==> src/rtl/seg_mmio_regs.sv <==
// CPU-facing register bank for the seven-segment display: DATA, CTRL, BLINK_DIV, WCOUNT.
// Latency: writes visible one edge after the strobe; reads are combinational (zero cycles).
// Backpressure: none; every access completes in the cycle it is presented.
module seg_mmio_regs #(
  parameter logic [15:0] BLINK_DIV_RST = 16'hFFFF
) (
  input  logic        clk,
  input  logic        rst,
  input  logic        SegCtrl,
  input  logic        io_write,
  input  logic        io_read,
  input  logic [3:0]  addr,
  input  logic [31:0] wdata,
  output logic [31:0] rdata,
  output logic [31:0] write_data,
  output logic [7:0]  digit_en
);

  logic [31:0] r_data;
  logic        r_blink_en;
  logic [7:0]  r_mask;
  logic [15:0] r_blink_div;
  logic [15:0] r_wcount;
  logic [23:0] r_cnt;
  logic        r_phase;

  logic w_aligned;
  logic w_wr_ok;
  logic w_wr_data;
  logic w_wr_ctrl;
  logic w_wr_div;
  logic w_rd_sel;
  logic w_blink_restart;
  logic w_cnt_wrap;

  // Offset 0xC is read-only, so it is excluded from write acceptance.
  assign w_aligned       = (addr[1:0] == 2'b00);
  assign w_wr_ok         = SegCtrl & io_write & w_aligned & (addr[3:2] != 2'b11);
  assign w_wr_data       = w_wr_ok & (addr[3:2] == 2'b00);
  assign w_wr_ctrl       = w_wr_ok & (addr[3:2] == 2'b01);
  assign w_wr_div        = w_wr_ok & (addr[3:2] == 2'b10);
  assign w_rd_sel        = SegCtrl & io_read & w_aligned;

  // Reprogramming the divider or (re)enabling blink restarts on the visible half.
  assign w_blink_restart = w_wr_div | (w_wr_ctrl & wdata[0]);
  assign w_cnt_wrap      = (r_cnt == {r_blink_div, 8'hFF});

  // CPU-visible registers and the saturating DATA write counter.
  always_ff @(posedge clk) begin
    if (rst) begin
      r_data      <= 32'h0;
      r_blink_en  <= 1'b0;
      r_mask      <= 8'hFF;
      r_blink_div <= BLINK_DIV_RST;
      r_wcount    <= 16'h0;
    end else begin
      if (w_wr_data) begin
        r_data <= wdata;
        if (r_wcount != 16'hFFFF) begin
          r_wcount <= r_wcount + 16'd1;
        end
      end
      if (w_wr_ctrl) begin
        r_blink_en <= wdata[0];
        r_mask     <= wdata[15:8];
      end
      if (w_wr_div) begin
        r_blink_div <= wdata[15:0];
      end
    end
  end

  // Blink divider: half-period of (BLINK_DIV+1)*256 cycles, parked at zero when disabled.
  always_ff @(posedge clk) begin
    if (rst) begin
      r_cnt   <= 24'h0;
      r_phase <= 1'b0;
    end else if (w_blink_restart || !r_blink_en) begin
      r_cnt   <= 24'h0;
      r_phase <= 1'b0;
    end else if (w_cnt_wrap) begin
      r_cnt   <= 24'h0;
      r_phase <= ~r_phase;
    end else begin
      r_cnt   <= r_cnt + 24'd1;
    end
  end

  assign write_data = r_data;
  assign digit_en   = r_phase ? 8'h00 : r_mask;

  // Readback mux; returns the pre-write value when a write to the same offset is in flight.
  always_comb begin
    rdata = 32'h0;
    if (w_rd_sel) begin
      case (addr[3:2])
        2'b00:   rdata = r_data;
        2'b01:   rdata = {16'h0, r_mask, 7'h0, r_blink_en};
        2'b10:   rdata = {16'h0, r_blink_div};
        default: rdata = {16'h0, r_wcount};
      endcase
    end
  end

endmodule
==> config.mk <==
export PLATFORM = sky130hd
export DESIGN_NAME = seg_mmio_regs
export DESIGN_NICKNAME = d
export VERILOG_FILES = /design/src/rtl/seg_mmio_regs.sv
export SDC_FILE = /design/constraint.sdc
export NUM_CORES = 1
export LEC_CHECK = 0
export BUFFER_PORTS_ARGS = -buffer_cell sky130_fd_sc_hd__buf_2
export CAP_MARGIN = 10
export CORE_ASPECT_RATIO = 1.1
export CORE_MARGIN = 4
export CORE_UTILIZATION = 25
export DETAILED_ROUTE_END_ITERATION = 16
export PLACE_DENSITY = 0.45
export RECOVER_POWER = 50
export SETUP_SLACK_MARGIN = 0.3
export SYNTH_ARGS = -nofsm -noshare
export SYNTH_HDL_FRONTEND = slang
export SYNTH_SLANG_ARGS = --single-unit
==> constraint.sdc <==
create_clock -name clk -period 5.4 [get_ports clk]
set_input_delay 1.62 -clock clk [delete_from_list [all_inputs] [get_ports clk]]
set_output_delay 1.62 -clock clk [all_outputs]
set_load 0.03 [all_outputs]
# After elaboration in Yosys (flattened, before gate mapping)

Index checks and enable logic that the tools add are counted.

Input bits: 41
Register bits: 98
Logic and storage cells: 35

Multiplexer cells: 3
Equality and inequality tests: 5
Reductions and logical operators: 7
Bitwise operators: 11
Add/sub/neg operators: 2

Operators with widths:

| operator                                                               | count |
|---|---|
| 32-bit case mux with 3 select lines                                    | 1 |
| 32-bit two-way mux                                                     | 1 |
| 24-bit by 1-bit adder with 24-bit output (second input constant)       | 1 |
| 24-bit equality test                                                   | 1 |
| 16-bit by 1-bit adder with 16-bit output (second input constant)       | 1 |
| 16-bit inequality test (second input constant)                         | 1 |
| 1-bit bitwise AND                                                      | 9 |
| 8-bit two-way mux                                                      | 1 |
| 2-bit logical NOT                                                      | 2 |
| 3-bit OR reduction                                                     | 1 |
| 2-bit by 1-bit equality test with 1-bit output (second input constant) | 1 |
| 2-bit equality test (second input constant)                            | 1 |
| 2-bit inequality test (second input constant)                          | 1 |
| 2-bit AND reduction                                                    | 1 |
| 2-bit OR reduction                                                     | 1 |
| 1-bit logical NOT                                                      | 1 |
| 1-bit logical OR                                                       | 1 |
| 1-bit inverter                                                         | 1 |
| 1-bit OR                                                               | 1 |

# Logic depth before layout (Yosys ltp)

Gate-level depths: netlist of run 1.

Depth after elaboration: 8
Gate-level depth with buffers: 8
Depth with buffers taken out: 6

# Worst setup path after synthesis of run 1

Ideal clock, no wire load.

Path type: input port to output port
Start point: in addr[2]
End point: out rdata[1]
Path slack: 0.892 ns
Cell stages on the path: 5
Path buffers: 2
Data arrival time: 2.888 ns
Path through: buf_2 > buf_1 > nor2_1 > a22oi_1 > nor2_1

Word-level cells in the longest chain between the ends: 3
Elaborated cells between the ends (all ways): 5
Those cells by class: 2 x eq/ne; 2 x mux; 1 x reduce/logical

RTL lines:

| element                                           | RTL line | source |
|---|---|---|
| start, declared                                   | 12       | `input logic [3:0] addr,` |
| 2-bit equality test, or another cell as far along | 96       | `case (addr[3:2])` |
| 32-bit case mux with 3 select lines (*)           | 96       |  |
| 32-bit two-way mux (*)                            | 95       | `if (w_rd_sel) begin` |
| end, declared                                     | 14       | `output logic [31:0] rdata,` |

Mark *: on every way between the ends. The rest lies on a longest branch, timed or not.

# Worst setup path after layout of run 1

Start point: in addr[2]
End point: out rdata[17]

Same word-level chain as after synthesis.

==> results_dict.tcl, run 1 <==
set metrics [dict create \
    status "finished, final reports clean" \
    place_inst 895 \
    ant_nets 0 \
    totalWireLength_mm 13.97 \
    post_cts.repair.setup_buffers 0 \
    start_kind "primary input" \
    drv_slew 0 \
    fp.coreArea_sq_um 18480 \
    peakVddDrop_uv 132.3 \
    hold_class "reg -> reg" \
    row_count 52 \
    clkTransAtPathRegs_ns 0.07 \
    grt_max_degree 75 \
    clock_latency_ns 0.34 \
    fillers 1985 \
    start_util_pct 25.60 \
    postLayoutCoreUtil_pct 30.97 \
    async_flop_share_pct 0 \
    ctsResizeCount 0 \
    synth_area_leaders "dfxtp_1 (41%), nand2_1 (9.9%), xor2_1 (5.6%)" \
    syn_area_sq_um 4730 \
    first_pass_iters 5 \
    cp_max_fo 22 \
    finClkSkew_ns 0.01058 \
    diodes 0 \
    grt_usage_pct 13.10 \
    root_buffer "clkbuf_16" \
    crit_arrival_ns 3.27 \
    cts_tree "yes" \
    place_congestion 0.8610 \
    yosysTopAreaCellShare_pct 41.48 \
    grt_setup_unrepaired "false" \
    io_buffer_count 112 \
    fp.dieArea_sq_um 21180 \
    drc 0 \
    clockBufferDepth 2 \
    ys.flop_type "dfxtp_1" \
    layoutNonFillerInstCount 909 \
    cts_buffers 9 \
    wl_per_cell_um 15.37 \
    hold_buffers 0 \
    gr-total-overflow 0 \
    grt_antenna_before_repair 0 \
    cp.required_ns 3.78 \
    tns_ns 0 \
    whs_ns 0.4520 \
    synth_edf_count 0 \
    grt_pass1_wl_mm 22.63 \
    final_hold_viol_count 0 \
    synth_nets 609 \
    maxCapViolCount 0 \
    yosys-top-cells-count "nand2_1 (125), dfxtp_1 (98), nor2_1 (49), a21oi_1 (39), xor2_1 (30)" \
    yosys_warnings 0 \
    drt_iter0_drc 317 \
    slew-limit-headroom_pct 17.02 \
    ioPinCount 113 \
    p_leak_uw 0.002049 \
    place_hpwl_mm 10.66 \
    ys_types 45 \
    areaGrowthSynthToFinish_pct 20.98 \
    crit_type "in -> out" \
    fp.dieH_um 152.3 \
    synth_seq_cells 98 \
    synthCells 566 \
    drt-vias-per-instance 4.701 \
    die_width_um 139.1 \
    powerDensity_nw_per_um2 254.4 \
    numClockSinks 98 \
    htree_num_levels 3 \
    finalSetupViolCount 0 \
    synth_most_common_cell "nand2_1" \
    nets 706 \
    synth_top_cell_by_area "dfxtp_1" \
    timing.final.crit_share_pct 90.60 \
    cp-end-kind "output pin" \
    drive_gt1_share_pct 17.57 \
    grt_pass1_vias 4093 \
    num_vias 4273 \
    period_needed_ns 4.892 \
    yosysSeqAreaShare_pct 41.48 \
    tightest_slew_ns 1.245 \
    syn_avg_cell_area_sq_um 8.356 \
    fmax_mhz 204.4 \
]
[registers in the layout (all words and copies together), names as in the netlist]
signal / flops
r_mask: 8
r_phase: 1
r_wcount: 16
r_cnt: 24
write_data: 32
r_blink_div: 16
r_blink_en: 1
[critical path, stage by stage]
cell and delay [ns]:
buf_2 0.27, or2_0 0.34, nor2_1 0.61, and2_1 0.22, buf_2 0.19
[final timing paths]
| kind | startpoint | to | slack (ns) | cells past startpoint |
|---|---|---|---|---|
| hold reg to reg | r_cnt[0] | r_cnt[0] | 0.45 | 1 |
| hold / removal | r_cnt[0] | r_cnt[0] | 0.45 | 1 |
| setup reg to reg | r_wcount[0] | r_wcount[6] | 3.13 | 6 |
| setup / recovery | addr[2] | rdata[17] | 0.51 | 5 |
[kinds of logic after synthesis]
family | after synthesis | share of synthesized area, %
simple gates | 309 | 33.33
mux | 17 | 6.164
flops | 98 | 41.48
buf+inv | 38 | 3.386
xor+xnor | 47 | 8.704
fa+ha+maj | 2 | 0.5290
compound gates | 55 | 6.402
[metrics by stage]
stage | area (sq um) | setup slack [ns] | power (uW)
after floorplan | 4730 | 0.8921 | 800.3
after global placement | 5508 | 0.6125 | 835.5
after detailed placement | 5508 | 0.5343 | 836.7
after CTS | 5793 | 0.5336 | 1480
after global routing | 5722 | 0.3063 | 1513
final | 5722 | 0.5075 | 1456
[layout make-up]
cell class | count | area, sq um | share of cell area [%]
clock buffers | 12 | 246.5 | 4.308
clock inverters | 2 | 38.79 | 0.6779
inverters | 5 | 18.77 | 0.3280
multi-input cells | 430 | 2592 | 45.31
flip-flops and latches | 98 | 1962 | 34.29
well taps | 243 | 304.0 | 5.314
repair buffers | 119 | 559.3 | 9.775
[report_power, final]
| part | switching, uW | total (uW) | internal (uW) |
|---|---|---|---|
| Sequential | 4.20 | 731 | 727 |
| Clock | 270 | 638 | 368 |
| Combinational | 48.8 | 86.6 | 37.8 |
[metal layers]
| metal | part of all wire [%] | up-vias | GRT usage, % |
|---|---|---|---|
| li1 | - | 2114 | - |
| met1 | 45 | 2037 | 16.77 |
| met2 | 48 | 103 | 21.29 |
| met3 | 4.6 | 19 | 3.202 |
| met4 | 2.7 | 0 | 5.079 |
| met5 | 0 | - | 0 |
[layout by cell type, fill, tap and decap left out, types with 4 or more instances in the layout]
| cell type | count |
|---|---|
| nor2b_1 | 17 |
| buf_2 | 72 |
| o21ai_0 | 6 |
| xor2_1 | 30 |
| a22oi_1 | 7 |
| inv_1 | 5 |
| clkbuf_16 | 9 |
| and4_1 | 4 |
| dfxtp_1 | 98 |
| clkbuf_1 | 43 |
| or3_1 | 5 |
| mux4_2 | 9 |
| nor4_1 | 7 |
| buf_4 | 6 |
| nor3_1 | 7 |
| nand3_1 | 20 |
| xnor2_1 | 17 |
| nand4_1 | 14 |
| a21oi_1 | 39 |
| nor2_1 | 48 |
| and2_1 | 17 |
| mux2_2 | 7 |
| nand2_1 | 125 |
| nand3b_1 | 24 |
No activity file was read; power rests on OpenSTA's default activity.
==> run 2, diff against run 1 <==
- CORE_MARGIN: 4 -> default
==> results_dict.tcl, run 2 (synthesis gave the netlist of run 1 again) <==
set metrics [dict create \
    status "finished, final reports clean" \
    ant_nets 0 \
    drv_slew 0 \
    fillers 1967 \
    cp_max_fo 16 \
    tightest_slew_ns 1.343 \
    p_comb_share_pct 5.6 \
    crit_arrival_ns 3.09 \
    start_util_pct 25.60 \
    cts_buffers 9 \
    nets 707 \
    fmax_mhz 212.3 \
    final_hold_viol_count 0 \
    gr-total-overflow 0 \
    row_count 52 \
    grt_usage_pct 14.23 \
    io_buffer_count 112 \
    fp.dieH_um 146.3 \
    fp.coreArea_sq_um 18480 \
    intPower_uw 1218 \
    num_vias 4225 \
    seq_power_share_pct 47.0 \
    drt-vias-per-instance 4.633 \
    grt_max_degree 75 \
    crit_type "in -> out" \
    timing.final.ws_setup_ns 0.6907 \
    ctsResizeCount 0 \
    grt_antenna_before_repair 0 \
    hold_buffers 0 \
    drive_gt1_share_pct 18.39 \
    place_hpwl_mm 10.32 \
    wl_per_cell_um 14.98 \
    clockBufferDepth 2 \
    p_leak_uw 0.002083 \
    post_cts.repair.setup_buffers 0 \
    grt_pass1_vias 4053 \
    timing.final.crit_share_pct 87.21 \
    grt_setup_unrepaired "false" \
    root_buffer "clkbuf_16" \
    diodes 0 \
    p_switching_uw 338.4 \
    die_width_um 133.1 \
    cp.required_ns 3.78 \
    cp-end-kind "output pin" \
    finClkSkew_ns 0.007300 \
    first_pass_iters 4 \
    maxCapViolCount 0 \
    dp_worst_setup_slack_ns 0.6645 \
    largest_reg_flops 32 \
    peakVddDrop_uv 138.1 \
    totalWireLength_mm 13.66 \
    clkTransAtPathRegs_ns 0.07 \
    cts_tree "yes" \
    start_kind "primary input" \
    finalSetupViolCount 0 \
    drc 0 \
    layout_commonest_cell "nand2_1" \
    numClockSinks 98 \
    powerDensity_nw_per_um2 268.9 \
    final_cell_mix "nand2_1 (125), dfxtp_1 (98), buf_2 (72)" \
    grt_pass1_wl_mm 21.74 \
    swShare_pct 21.74 \
    clock_latency_ns 0.34 \
    htree_num_levels 3 \
    ioPinCount 113 \
    fp.dieArea_sq_um 19470 \
    drt_iter0_drc 164 \
    place_congestion 0.8206 \
    areaGrowthSynthToFinish_pct 22.38 \
    clockPowerShare_pct 47.5 \
    tns_ns 0 \
    period_needed_ns 4.709 \
    slew-limit-headroom_pct 10.49 \
    hold_class "reg -> reg" \
]
## run 2: cell count changes in the layout (fill, tap and decap cells not counted), sizes merged
cell      previous run  this run
clkbuf              53        50
bufinv               1         3
buf                 78        79
clkinv               1         2
clkinvlp             0         1
inv                  5         6
## run 2: layer usage
metal  GRT usage (%)  up-vias  share of wire (%)
met2           24.48      102                 50
met3           3.785        4                4.8
li1                -     2116                  -
met1           17.53     2003                 45
met5               0        -                  0
met4           3.523        0               0.53
## run 2: area by class of cell
| class | count | area (sq um) | share of cell area (%) |
|---|---|---|---|
| inverter | 5 | 18.77 | 0.3243 |
| clock inverter | 7 | 116.4 | 2.010 |
| clock buffer | 9 | 225.2 | 3.891 |
| sequential | 98 | 1962 | 33.90 |
| multi-input combinational | 430 | 2595 | 44.83 |
| timing repair buffer | 120 | 566.8 | 9.792 |
| tap | 243 | 304.0 | 5.253 |
## run 2: critical path: stages
cell and delay (ns):
buf_2 0.17, or2_4 0.28, nor2_1 0.59, and2_1 0.23, buf_2 0.19
## run 2: worst paths after layout
path	depth (start not counted)	from	end	slack (ns)
max	5	addr[3]	rdata[22]	0.69
min	1	r_cnt[0]	r_cnt[0]	0.46
max reg2reg	5	r_wcount[3]	r_wcount[10]	3.10
min reg2reg	1	r_cnt[0]	r_cnt[0]	0.46
## run 2: power by group through the flow
stage / combinational, uW / sequential [uW] / clock (uW)
finish: 86.7 / 731 / 739
global route: 94.0 / 731 / 796
CTS: 88.9 / 731 / 764
detailed placement: 88.7 / 748 / 0
global placement: 88.2 / 748 / 0
floorplan: 51.0 / 749 / 0
## run 2: metrics by stage
step / cells / total power, uW / area [sq um] / utilization [%] / hold slack [ns]
2_1_floorplan: 566 / 800.3 / 4730 / - / 0.4175
3_3_place_gp: 896 / 835.7 / 5515 / 29.85 / 0.4338
3_5_place_dp: 896 / 836.3 / 5515 / 29.85 / 0.4412
4_1_cts: 912 / 1583 / 5857 / 31.70 / 0.4597
5_1_grt: 912 / 1621 / 5788 / 31.32 / 0.4918
6_report: 912 / 1556 / 5788 / 31.32 / 0.4560
